`src/rtl/spike_window_sequencer.sv`:
```
`default_nettype none
//==============================================================================
// Module   : spike_window_sequencer
// Brief    : Detects rising threshold crossings and streams a fixed-length
//            sample window into an external accumulator. Captures the
//            accumulator's sum as one feature word per spike.
// Revision : 1.0 - initial release
//==============================================================================
module spike_window_sequencer #(
    parameter int SAMPLE_WIDTH = 14,
    parameter int WINDOW_LEN   = 8,
    parameter int HOLDOFF_LEN  = 4
) (
    input  logic                    clk,
    input  logic                    reset,
    input  logic                    sample_valid,
    input  logic [SAMPLE_WIDTH-1:0] sample,
    input  logic [SAMPLE_WIDTH-1:0] threshold,
    output logic                    acc_load,
    output logic [SAMPLE_WIDTH-1:0] acc_a,
    input  logic [SAMPLE_WIDTH:0]   acc_y,
    input  logic                    acc_overflow,
    output logic                    feature_valid,
    output logic [SAMPLE_WIDTH:0]   feature,
    output logic                    feature_overflow,
    output logic                    busy
);

    localparam logic [7:0] C_WINDOW_LEN  = 8'(WINDOW_LEN);
    localparam logic [7:0] C_HOLDOFF_LEN = 8'(HOLDOFF_LEN);
    localparam bit         C_HAS_HOLDOFF = (HOLDOFF_LEN != 0);

    typedef enum logic [1:0] {
        ST_IDLE    = 2'd0,
        ST_ACCUM   = 2'd1,
        ST_DRAIN   = 2'd2,
        ST_HOLDOFF = 2'd3
    } state_t;

    state_t                  r_state;
    state_t                  w_state_nxt;
    logic [7:0]              r_count;
    logic [7:0]              w_count_nxt;
    logic [7:0]              r_hold;
    logic [7:0]              w_hold_nxt;
    logic                    r_prev_above;
    logic                    w_prev_above_nxt;
    logic                    r_ovf_sticky;
    logic                    w_ovf_sticky_nxt;
    logic                    r_acc_load;
    logic                    w_acc_load_nxt;
    logic [SAMPLE_WIDTH-1:0] r_acc_a;
    logic [SAMPLE_WIDTH-1:0] w_acc_a_nxt;
    logic                    r_feature_valid;
    logic                    w_feature_valid_nxt;
    logic [SAMPLE_WIDTH:0]   r_feature;
    logic [SAMPLE_WIDTH:0]   w_feature_nxt;
    logic                    r_feature_overflow;
    logic                    w_feature_overflow_nxt;
    logic                    r_busy;

    logic                    w_above;
    logic                    w_trigger;

    assign w_above   = ($signed(sample) >= $signed(threshold));
    assign w_trigger = sample_valid && w_above && !r_prev_above;

    always_ff @(posedge clk) begin
        if (reset) begin
            r_state            <= ST_IDLE;
            r_count            <= 8'd0;
            r_hold             <= 8'd0;
            r_prev_above       <= 1'b1;
            r_ovf_sticky       <= 1'b0;
            r_acc_load         <= 1'b0;
            r_acc_a            <= '0;
            r_feature_valid    <= 1'b0;
            r_feature          <= '0;
            r_feature_overflow <= 1'b0;
            r_busy             <= 1'b0;
        end else begin
            r_state            <= w_state_nxt;
            r_count            <= w_count_nxt;
            r_hold             <= w_hold_nxt;
            r_prev_above       <= w_prev_above_nxt;
            r_ovf_sticky       <= w_ovf_sticky_nxt;
            r_acc_load         <= w_acc_load_nxt;
            r_acc_a            <= w_acc_a_nxt;
            r_feature_valid    <= w_feature_valid_nxt;
            r_feature          <= w_feature_nxt;
            r_feature_overflow <= w_feature_overflow_nxt;
            r_busy             <= (w_state_nxt != ST_IDLE);
        end
    end

    always_comb begin
        w_state_nxt            = r_state;
        w_count_nxt            = r_count;
        w_hold_nxt             = r_hold;
        w_ovf_sticky_nxt       = r_ovf_sticky;
        w_acc_load_nxt         = 1'b0;
        w_acc_a_nxt            = '0;
        w_feature_valid_nxt    = 1'b0;
        w_feature_nxt          = r_feature;
        w_feature_overflow_nxt = r_feature_overflow;
        w_prev_above_nxt       = sample_valid ? w_above : r_prev_above;

        case (r_state)
            ST_IDLE: begin
                if (w_trigger) begin
                    w_acc_load_nxt   = 1'b1;
                    w_acc_a_nxt      = sample;
                    w_count_nxt      = 8'd1;
                    w_ovf_sticky_nxt = 1'b0;
                    w_state_nxt      = ST_ACCUM;
                end
            end

            ST_ACCUM: begin
                // On the load cycle acc_overflow still belongs to the previous window.
                if (!r_acc_load) begin
                    w_ovf_sticky_nxt = r_ovf_sticky | acc_overflow;
                end
                // A full count means the last sample is on acc_a now; its sum
                // lands in acc_y during the following DRAIN cycle.
                if (r_count == C_WINDOW_LEN) begin
                    w_state_nxt = ST_DRAIN;
                end else if (sample_valid) begin
                    w_acc_a_nxt = sample;
                    w_count_nxt = r_count + 8'd1;
                end
            end

            ST_DRAIN: begin
                w_feature_nxt          = acc_y;
                w_feature_overflow_nxt = r_ovf_sticky | acc_overflow;
                w_feature_valid_nxt    = 1'b1;
                w_hold_nxt             = 8'd1;
                w_state_nxt            = C_HAS_HOLDOFF ? ST_HOLDOFF : ST_IDLE;
            end

            ST_HOLDOFF: begin
                if (r_hold >= C_HOLDOFF_LEN) begin
                    w_state_nxt = ST_IDLE;
                end else begin
                    w_hold_nxt = r_hold + 8'd1;
                end
            end

            default: begin
                w_state_nxt = ST_IDLE;
            end
        endcase
    end

    assign acc_load         = r_acc_load;
    assign acc_a            = r_acc_a;
    assign feature_valid    = r_feature_valid;
    assign feature          = r_feature;
    assign feature_overflow = r_feature_overflow;
    assign busy             = r_busy;

endmodule
`default_nettype wire

```
`config.mk`:
```
export PLATFORM = sky130hd
export DESIGN_NAME = spike_window_sequencer
export DESIGN_NICKNAME = d
export VERILOG_FILES = /design/src/rtl/spike_window_sequencer.sv
export SDC_FILE = /design/constraint.sdc
export NUM_CORES = 1
export LEC_CHECK = 0
export BUFFER_PORTS_ARGS = -buffer_cell sky130_fd_sc_hd__buf_2
export CORE_UTILIZATION = 54
export CTS_CLUSTER_DIAMETER = 40
export DETAILED_ROUTE_END_ITERATION = 8
export GPL_TIMING_DRIVEN = 0
export MAX_ROUTING_LAYER = met4
export PLACE_DENSITY = 0.85
export SETUP_SLACK_MARGIN = 0.02
export SKIP_CTS_REPAIR_TIMING = 1
export SLEW_MARGIN = 5
export SYNTH_ARGS = -nofsm -noshare
export SYNTH_HDL_FRONTEND = slang
export SYNTH_SLANG_ARGS = --single-unit
```
`constraint.sdc`:
```
create_clock -name clk -period 4.1 [get_ports clk]
set_clock_uncertainty 0.15 [all_clocks]
set_input_delay 0.82 -clock clk [delete_from_list [all_inputs] [get_ports clk]]
set_output_delay 0.82 -clock clk [all_outputs]
set_load 0.005 [all_outputs]
```
==> metrics.cfg <==
[status]
status=finished clean

[critical_path]
cp.arrival_ns=3.11
worstSetupPathType=input port to register
cp-startpoint=sample[7]
reg2reg_slack_ns=1.88
cp.required_ns=4.12
start_kind=input port
r2r_start=r_count[0]
reg2reg_depth=9
cp-endpoint=acc_a[8]
end_kind=register
crit_fanout=10
r2r_end=acc_a[8]

[timing]
final.min_clock_period_ns=3.086
fin_crit_sh_pct=75.28
setup-tns-final_ns=0
worst-slew-pin-transition_ns=0.6131
whs_ns=0.3083
final-hold-violation-count=0
rsz0062_at_grt=no
setup_violations=0
slew_headroom_pct=58.78
max_freq_ghz=0.3240
maxSlewViolCount=0

[run]
cap_violations=0

[finish]
final_area_sq_mm=0.002953
finalCoreUtilization_pct=71.26
num-fill-cells=306
final_cell_mix=78 x buf_2, 53 x dfxtp_1, 40 x nand2_1
diodes=0
nets=422
mostFrequentLayoutCell=buf_2
syn_to_final_growth_pct=22.41
drive_above_1_share_pct=28.21

[power_and_ir_drop]
p_total_mw=0.9185
leakage_nw=1.346
power_density_mw_per_mm2=311.1
max-vdd-ir-drop_uv=225.3

[place]
place.gp.congestion=0.8480
hpwl_mm=3.953
place_area_sq_mm=0.002865
port-buffer-count=78

[grt]
grt.overflow.total=0
grt_pass1_wl_mm=7.783
grt_pass1_vias=1860
antenna_found_initial=0
track_usage_pct=22.77
grt_max_degree=17

[yosys]
synth.distinct_cells=39
ys_async_sr_fraction_pct=0
yosysWarnings=0
synth_seq_cells=53
ys_seq_area_share_pct=43.98
syn_area_sq_mm=0.002412
syn-num-nets=337
avgSynthCellArea_sq_um=8.869
ys.flop_type=dfxtp_1
netlist_instances=272
synth_edf_count=0

[cts]
cts_htree_levels=2
numCtsBuffers=5
cts-root-buf=clkbuf_8
cts_sinks=53
clk_path_buf_depth=2
path_clk_slew_ns=0.09
cts_tree=done
clk_latency_ns=0.30

[detailed_routing]
drcViolationCount=0
vias=2155
vias_per_cell=5.282
drtPass1Iterations=4
antenna_left=0
wl_per_cell_um=12.73
routed_wl_mm=5.194
dr.first_iter.drc_count=79

[floorplan]
die_w_um=68.84
die_h_um=68.84
coreArea_sq_mm=0.004144
rows=23
initial_utilization_pct=58.21
ioPinCount=80
die-area_sq_mm=0.004738

[min_path]
hp-class=register to register

cell usage after synthesis, types with 5 or more instances:
cell	n	area [sq um]
and2_1	5	31.28
nor3b_2	9	112.6
nand3_1	5	25.02
nand2_1	40	150.1
ha_1	18	225.2
dfxtp_1	53	1061
inv_1	19	71.32
nor3_1	8	40.04
nor2_1	17	63.81
a21oi_1	32	160.2
o21ai_0	5	25.02
clkbuf_1	11	41.29
where the power goes:
part           total (mW)  switching, mW  internal [mW]
clock network       0.294          0.173          0.121
logic               0.102         0.0533         0.0484
registers           0.523        0.00306          0.520
registers in the layout, indices dropped and copies added, names as in the netlist:
register,cells
r_hold,8
r_prev_above,1
acc_load,1
feature_valid,1
acc_a,14
r_count,8
r_ovf_sticky,1
feature,15
feature_overflow,1
busy,1
r_state,2
final cells by class:
cell class / count / area [sq um] / area share, %
clock buffer: 6 / 72.57 / 2.458
sequential: 53 / 1061 / 35.93
clock inverter: 2 / 15.01 / 0.5085
buffer: 13 / 67.56 / 2.288
tap: 50 / 62.56 / 2.119
timing repair buffer: 78 / 390.4 / 13.22
multi-input combinational: 187 / 1212 / 41.06
inverter: 19 / 71.32 / 2.415
critical path: stages:
cell,delay (ns)
buf_2,0.11
ha_1,0.30
a21o_1,0.18
a221o_1,0.31
a21o_1,0.20
o21a_1,0.24
o311ai_4,0.41
and2_4,0.22
buf_6,0.11
buf_8,0.15
nor3b_2,0.06
cell families (layout without fill, tap and decap cells):
kind of cell / count (synthesis) / count (layout) / share of synthesized area (%)
and+or+nand+nor: 111 / 111 / 25.62
DFF: 53 / 53 / 43.98
muxes: 1 / 1 / 0.4668
AOI/OAI and AO/OA: 57 / 57 / 14.83
buffers and inverters: 32 / 118 / 5.757
adders and majority gates: 18 / 18 / 9.336
worst min path at each step:
stage | from | end | depth (start not counted)
after floorplan | r_hold[4] | r_hold[4] | 1
after global placement | feature[3] | feature[3] | 2
after detailed placement | feature[3] | feature[3] | 2
after CTS | feature[3] | feature[3] | 2
after global routing | feature[3] | feature[3] | 2
final | feature[13] | feature[13] | 2
metal layers:
metal | global-route usage (%) | part of all wire, % | vias to the layer above | wire length, um
met2 | 39.83 | 49 | 69 | 2534
met3 | 4.770 | 5.9 | 8 | 306
met4 | 8.418 | 1.5 | 0 | 79
li1 | - | - | 1100 | -
met5 | - | 0 | - | 0
met1 | 25.45 | 44 | 978 | 2273
stage by stage:
stage               worst slack (ns)  cells
global placement              0.7433    400
detailed placement            0.7068    400
CTS                            1.029    408
floorplan                      1.028    272
global route                  0.9388    408
finish                         1.014    408
Power figures use the tool's default switching activity.
